## src/rtl/fft_stage_feeder.sv

```systemverilog
// First 16-point FFT stage: collects a frame of Q8.8 samples and replays it as
// eight (x[n], x[n+8]) butterfly pairs with their W16^n twiddles in Q16.16.
`timescale 1ns/1ps
module fft_stage_feeder #(
  parameter int unsigned DIN_W  = 16,
  parameter int unsigned DOUT_W = 32,
  parameter int unsigned NPT    = 16
) (
  input  logic              clk,
  input  logic              rst,
  input  logic              fir_valid,
  input  logic [DIN_W-1:0]  fir_d,
  output logic              valid,
  output logic [DOUT_W-1:0] real_b,
  output logic [DOUT_W-1:0] imag_b,
  output logic [DOUT_W-1:0] real_a,
  output logic [DOUT_W-1:0] imag_a,
  output logic [DOUT_W-1:0] Real_coff,
  output logic [DOUT_W-1:0] Imag_coff,
  output logic [2:0]        pair_idx
);

  localparam int unsigned CNT_W  = $clog2(NPT);
  localparam int unsigned HALF   = NPT / 2;
  localparam int unsigned PAIR_W = $clog2(HALF);
  localparam int unsigned EXT_W  = DOUT_W - DIN_W - 8;

  typedef enum logic {IDLE, DRAIN} state_e;

  logic [DIN_W-1:0]  sr_q   [NPT-1];
  logic [DIN_W-1:0]  hold_q [NPT];
  logic [CNT_W-1:0]  cnt_q;
  logic              frame_done_c;

  state_e            state_q, state_d;
  logic [PAIR_W-1:0] n_q, n_d;
  logic              valid_q, valid_d;
  logic [DOUT_W-1:0] real_b_q, real_b_d, real_a_q, real_a_d;
  logic [DOUT_W-1:0] rcoef_q, rcoef_d, icoef_q, icoef_d;
  logic [PAIR_W-1:0] pidx_q, pidx_d;

  function automatic logic [DOUT_W-1:0] ext(input logic [DIN_W-1:0] d);
    return {{EXT_W{d[DIN_W-1]}}, d, 8'h00};
  endfunction

  function automatic logic [31:0] rom_re(input logic [2:0] n);
    case (n)
      3'd0:    return 32'h0001_0000;
      3'd1:    return 32'h0000_EC83;
      3'd2:    return 32'h0000_B504;
      3'd3:    return 32'h0000_61F7;
      3'd4:    return 32'h0000_0000;
      3'd5:    return 32'hFFFF_9E09;
      3'd6:    return 32'hFFFF_4AFB;
      default: return 32'hFFFF_137D;
    endcase
  endfunction

  function automatic logic [31:0] rom_im(input logic [2:0] n);
    case (n)
      3'd0:    return 32'h0000_0000;
      3'd1:    return 32'hFFFF_9E09;
      3'd2:    return 32'hFFFF_4AFB;
      3'd3:    return 32'hFFFF_137D;
      3'd4:    return 32'hFFFF_0000;
      3'd5:    return 32'hFFFF_137D;
      3'd6:    return 32'hFFFF_4AFB;
      default: return 32'hFFFF_9E09;
    endcase
  endfunction

  assign frame_done_c = fir_valid && (cnt_q == CNT_W'(NPT - 1));

  // Fill path: oldest sample sits at sr_q[0]; the 16th sample bypasses the shifter.
  always_ff @(posedge clk or negedge rst) begin
    if (!rst) begin
      sr_q   <= '{default: '0};
      hold_q <= '{default: '0};
      cnt_q  <= '0;
    end else if (fir_valid) begin
      cnt_q <= cnt_q + CNT_W'(1);
      for (int unsigned i = 0; i < NPT - 2; i++) sr_q[i] <= sr_q[i+1];
      sr_q[NPT-2] <= fir_d;
      if (frame_done_c) begin
        for (int unsigned i = 0; i < NPT - 1; i++) hold_q[i] <= sr_q[i];
        hold_q[NPT-1] <= fir_d;
      end
    end
  end

  always_ff @(posedge clk or negedge rst) begin
    if (!rst) begin
      state_q  <= IDLE;
      n_q      <= '0;
      valid_q  <= 1'b0;
      real_b_q <= '0;
      real_a_q <= '0;
      rcoef_q  <= '0;
      icoef_q  <= '0;
      pidx_q   <= '0;
    end else begin
      state_q  <= state_d;
      n_q      <= n_d;
      valid_q  <= valid_d;
      real_b_q <= real_b_d;
      real_a_q <= real_a_d;
      rcoef_q  <= rcoef_d;
      icoef_q  <= icoef_d;
      pidx_q   <= pidx_d;
    end
  end

  // Drain sequencer: one pair per cycle, data holds when idle.
  always_comb begin
    state_d  = state_q;
    n_d      = n_q;
    valid_d  = 1'b0;
    real_b_d = real_b_q;
    real_a_d = real_a_q;
    rcoef_d  = rcoef_q;
    icoef_d  = icoef_q;
    pidx_d   = pidx_q;
    case (state_q)
      IDLE: begin
        if (frame_done_c) begin
          state_d = DRAIN;
          n_d     = '0;
        end
      end
      DRAIN: begin
        valid_d  = 1'b1;
        real_b_d = ext(hold_q[CNT_W'(n_q)]);
        real_a_d = ext(hold_q[CNT_W'(n_q) + CNT_W'(HALF)]);
        rcoef_d  = DOUT_W'(rom_re(3'(n_q)));
        icoef_d  = DOUT_W'(rom_im(3'(n_q)));
        pidx_d   = n_q;
        n_d      = n_q + PAIR_W'(1);
        if (n_q == PAIR_W'(HALF - 1)) state_d = IDLE;
      end
      default: state_d = IDLE;
    endcase
  end

  assign valid     = valid_q;
  assign real_b    = real_b_q;
  assign real_a    = real_a_q;
  assign imag_b    = '0;
  assign imag_a    = '0;
  assign Real_coff = rcoef_q;
  assign Imag_coff = icoef_q;
  assign pair_idx  = 3'(pidx_q);

  // A frame can never complete while the previous one is still draining.
  assert property (@(posedge clk) disable iff (!rst) !(frame_done_c && state_q == DRAIN));

endmodule
```

## config.mk

```make
export PLATFORM = sky130hd
export DESIGN_NAME = fft_stage_feeder
export DESIGN_NICKNAME = d
export VERILOG_FILES = /design/src/rtl/fft_stage_feeder.sv
export SDC_FILE = /design/constraint.sdc
export NUM_CORES = 1
export LEC_CHECK = 0
export ABC_AREA = 1
export CAP_MARGIN = 25
export CORE_MARGIN = 1
export CORE_UTILIZATION = 58
export DETAILED_ROUTE_END_ITERATION = 16
export PLACE_DENSITY = 0.79
export SETUP_SLACK_MARGIN = 0.4
export SLEW_MARGIN = 20
export SYNTH_ARGS = -nofsm -noshare
export SYNTH_HDL_FRONTEND = slang
export SYNTH_SLANG_ARGS = --single-unit
```

## constraint.sdc

```tcl
create_clock -name clk -period 2.11 [get_ports clk]
set_input_delay 0.211 -clock clk [delete_from_list [all_inputs] [get_ports clk]]
set_output_delay 0.211 -clock clk [all_outputs]
set_load 0.01 [all_outputs]
```

# Word level (Yosys, flattened, before mapping)
# Index checks and enable logic that the tools add are counted.
totals:
  register_bits: 604
  latch_bits: 0
  ramBits: 0
  mem_bits_ro: 0
  out_inout_bits: 196
  elab_cells: 76
  mem_count: 0
classes:
  n_addsub: 3
  n_mul: 0
  div_mod_pow: 0
  magnitude_cmp: 2
  eq_ne: 9
  shifts: 0
  muxes: 14
  n_bitwise: 3
  reduce_logical: 5
ops:
  columns: ["cell", "count"]
  rows:
  - ["$pmux W32 S7", 1]
  - ["$bmux W16 S4", 2]
  - ["$pmux W32 S4", 1]
  - ["$mux W16", 4]
  - ["$eq A3 B3 Y1 const B", 4]
  - ["$ge A5 B5 Y1 const B", 2]
  - ["$eq A3 B2 Y1 const B", 2]
  - ["$pmux W3 S2", 1]
  - ["$not A3 Y5", 1]
  - ["$not A4 Y5", 1]
  - ["$add A3 B4 Y4 const B", 1]
  - ["$add A4 B1 Y4 const B", 1]
  - ["$eq A4 B4 Y1 const B", 1]
  - ["$reduce_or A2 Y1", 2]
  - ["$add A3 B1 Y3 const B", 1]
  - ["$eq A3 B1 Y1 const B", 1]
  - ["$logic_not A3 Y1", 1]
  - ["$mux W1", 3]
  - ["$mux W3", 1]
  - ["$ne A2 B2 Y1 const B", 1]
  - ["$pmux W1 S2", 1]
  - ["$reduce_and A2 Y1", 1]
  - ["$logic_and A1 B1 Y1", 1]
  - ["$not A1 Y1", 1]

# Depth between registers and ports, before layout
logic_depth:
  ltp_word: 5
  depth_mapped: 10
  mapped_depth_nobuf: 8

# Worst setup path after synthesis
# No wires, ideal clock.
synth_path:
  path_type: "register to register"
  start: "register n_q[0]"
  end: "register rcoef_q[30], in the netlist Real_coff[30]"
  setup_time_ps: 123
  t_arrival_ps: 1546
  required_ps: 1987
  slack_ps: 441
  stages_incl_launch_ff: 10
  path_buffers: 2
  synth_period_minus_slack_ps: 1669
  path_cell_list: "dfrtp_1 -> inv_1 -> buf_2 -> buf_2 -> ha_1 -> nand2_1 -> nand2_1 -> nor2_1 -> o21ai_0 -> nand2_1"
synth_between:
  elab_chain_cells: 2
synth_rtl:
  columns: ["item", "line", "source"]
  rows:
  - ["start, declared", "36", "logic [PAIR_W-1:0] n_q, n_d;"]
  - ["start signal, assigned", "103", "n_q <= n_d;"]
  - ["$eq A3 B3 Y1, or another cell as far along", "47", "case (n)"]
  - ["$pmux W32 S7 *", "47", null]
  - ["end signal, assigned", "107", "rcoef_q <= rcoef_d;"]
  - ["end, declared", "39", "logic [DOUT_W-1:0] rcoef_q, rcoef_d, icoef_q, icoef_d;"]
# Mark *: on every way between the ends. The rest lies on a longest branch, timed or not.
# A chain may end at the register's enable or synchronous reset.

==> run metrics <==
CP endpoint kind primary output; via/cell ratio 5.22; drt initial violations 1411; DR pass1 iterations 8; met3 wire len 2780 um; Worst EP required 1.90 ns; clk sinks 558; Lkg Pwr 14.1 nW; GRT Util Overall 0.243; ANT nets after route 0; largest net degree at the start of global routing 173; Metal-1 WL 23300 um; most frequent cells in the layout nand2_1 (886), dfrtp_1 (550), inv_1 (390); Yosys warnings 0; Die Ht 211 um; R2R Path End real_a[15]$_DFFE_PN0P_; count of final setup violators 0; gpl congestion 0.789; worst setup path endpoint Imag_coff[19]; nets 2946; # IOs 215; initial antenna violation count 0; period utilisation layout 0.796; first-pass GRT wire length 87500 um; wirelength, routed 54000 um; top routing layer in use met4; Placement Cell Area 26200 um^2; global route overflow 0; Worst-Skew Late Latency 0.62 ns; vias in the first global route 17.7k; HP Class in -> async; Yosys reg bits 558; R2R setup slack 0.45 ns; Longest Clk Path Bufs 3; Slew Viols, Final 0; commonest non-fill, non-tap cell in the layout nand2_1; kind of critical path reg -> out; Die Span X 211 um; ys flop type dfrtp_1; status complete, no violations; synthesized cell area 25300 um^2; sequential element share of the synthesized area 0.551; EDFF count, synth 0; slew at the pin closest to its max-slew limit 0.750 ns; Routed met2 length 26600 um; synth unique cells 29; CTS tree yes; RSZ-0062 raised after global routing true; Post-synth ARST share 1.00; reg-to-reg startpoint n_q[0]$_DFFE_PN0P_; WP data arrival 1.47 ns; Std-Cell Core Area 43100 um^2; PwrDens 1380 nW/um^2; Post-Syn Instances 2892; Avg WL per Cell 15.2 um; port buffer count 133; Max Cap Violations 0; worst setup path start Imag_coff[30]$_DFFE_PN0P_; Layout Skew 0.0294 ns; share of cells above drive strength 1 0.116; worst vdd ir 0.00100 V; clock root cell clkbuf_16; Relative slew margins 0.500; Initial Util 0.588; # diodes 0; H-tree levels 2; Critical Path Start Type flop; R2R depth 5; DRC 0; smallest hold slack 0.125 ns; DR vias 18.5k; number of cell rows 76; Avg Inst Size Synth 8.76 um^2; Final Instance Area 28400 um^2; Tmin final 1.68 ns; synth-to-layout area growth 12.1%; CP max FO 3; Final Hold Viols 0; Worst-path clk slew 0.06 ns; Final HPWL DP 31500 um; Die ar. 44500 um^2; CTS buffer count 56; TNS Setup 0 ns; Fmax 596 MHz
## area by class of cell
cell class	count	area (um^2)
clock buffers	85	1690
clock inverters	19	282
fillers	3320	14700
inverters	393	1480
multi-input cells	1713	8090
flip-flops and latches	558	14000
well taps	585	732
repair buffers	197	2140
## state kept, by name, summed over array words and instances, names as in the netlist
register,flops
Real_coff,10
real_a,16
valid,1
pair_idx,3
real_b,16
Imag_coff,8
state_q,1
n_q,3
sr_q,240
cnt_q,4
hold_q,256
## power by group
group	switching [mW]	internal [mW]	total (mW)
clock network	4.17	6.26	10.4
registers	1.89	14.0	15.8
logic	7.96	4.91	12.9
## cells in the mapped netlist (2+ instances only)
library cell    n  share of area
nand2_1       886           0.13
dfrtp_1       558           0.55
inv_1         391          0.058
o21ai_0       288          0.057
nand3_1       198          0.039
o21ai_2       171          0.059
buf_4         149          0.044
clkbuf_1       67         0.0099
o21ai_1        45         0.0089
buf_6          44          0.020
buf_2          39         0.0077
nor2_1         19         0.0028
buf_1           9         0.0013
ha_1            8         0.0040
a21oi_1         3        0.00059
a31oi_1         2        0.00049
inv_2           2        0.00030
xor2_1          2        0.00069
## what timing repair did
action	in CTS	in global routing
hold buffers	2	0
cloned	0	4
hold endpoints to repair	133	0
gates resized for setup	120	21
endpoints found under the setup margin	115	124
buffers inserted	9	4
## logic make-up after synthesis
| kind of cell | after synthesis | synth area share |
|---|---|---|
| fa+ha+maj | 8 | 0.00395 |
| mux | 1 | 0.000445 |
| xor+xnor | 3 | 0.00104 |
| buf+inv | 701 | 0.141 |
| compound gates | 513 | 0.127 |
| flops | 558 | 0.551 |
| simple gates | 1107 | 0.175 |
| other cells | 1 | 0.000148 |
## worst max-delay path: stages (launching register included)
cell and delay, ns:
dfrtp_2 0.43, buf_4 0.14, dlygate4sd2_1 0.29
## routing by layer
| layer | global-route usage | vias to the layer above |
|---|---|---|
| met4 | 0.0775 | 0 |
| met5 | 0 | - |
| met2 | 0.407 | 518 |
| met1 | 0.328 | 9097 |
| met3 | 0.0355 | 95 |
| li1 | - | 8831 |
## stage by stage
step | setup slack [ns] | util | instances | total power [mW]
final | 0.431 | 0.659 | 3550 | 39.2
after global routing | 0.378 | 0.659 | 3550 | 41.7
after CTS | 0.226 | 0.655 | 3542 | 39.2
after detailed placement | 0.427 | 0.609 | 3427 | 29.1
after global placement | 0.453 | 0.609 | 3427 | 28.5
after floorplan | 0.441 | - | 2972 | 24.8
## worst min-delay path by stage
| stage | endpoint | slack [ns] | cells past startpoint |
|---|---|---|---|
| after floorplan | Imag_coff[11]$_DFFE_PN0P_ | -0.08 | 0 |
| after global placement | sr_q[224]$_DFFE_PN0P_ | 0.18 | 1 |
| after detailed placement | sr_q[224]$_DFFE_PN0P_ | 0.18 | 1 |
| after CTS | sr_q[224]$_DFFE_PN0P_ | 0.13 | 2 |
| after global routing | sr_q[224]$_DFFE_PN0P_ | 0.17 | 2 |
| final | sr_q[224]$_DFFE_PN0P_ | 0.13 | 2 |
(Power assumes the default switching activity.)
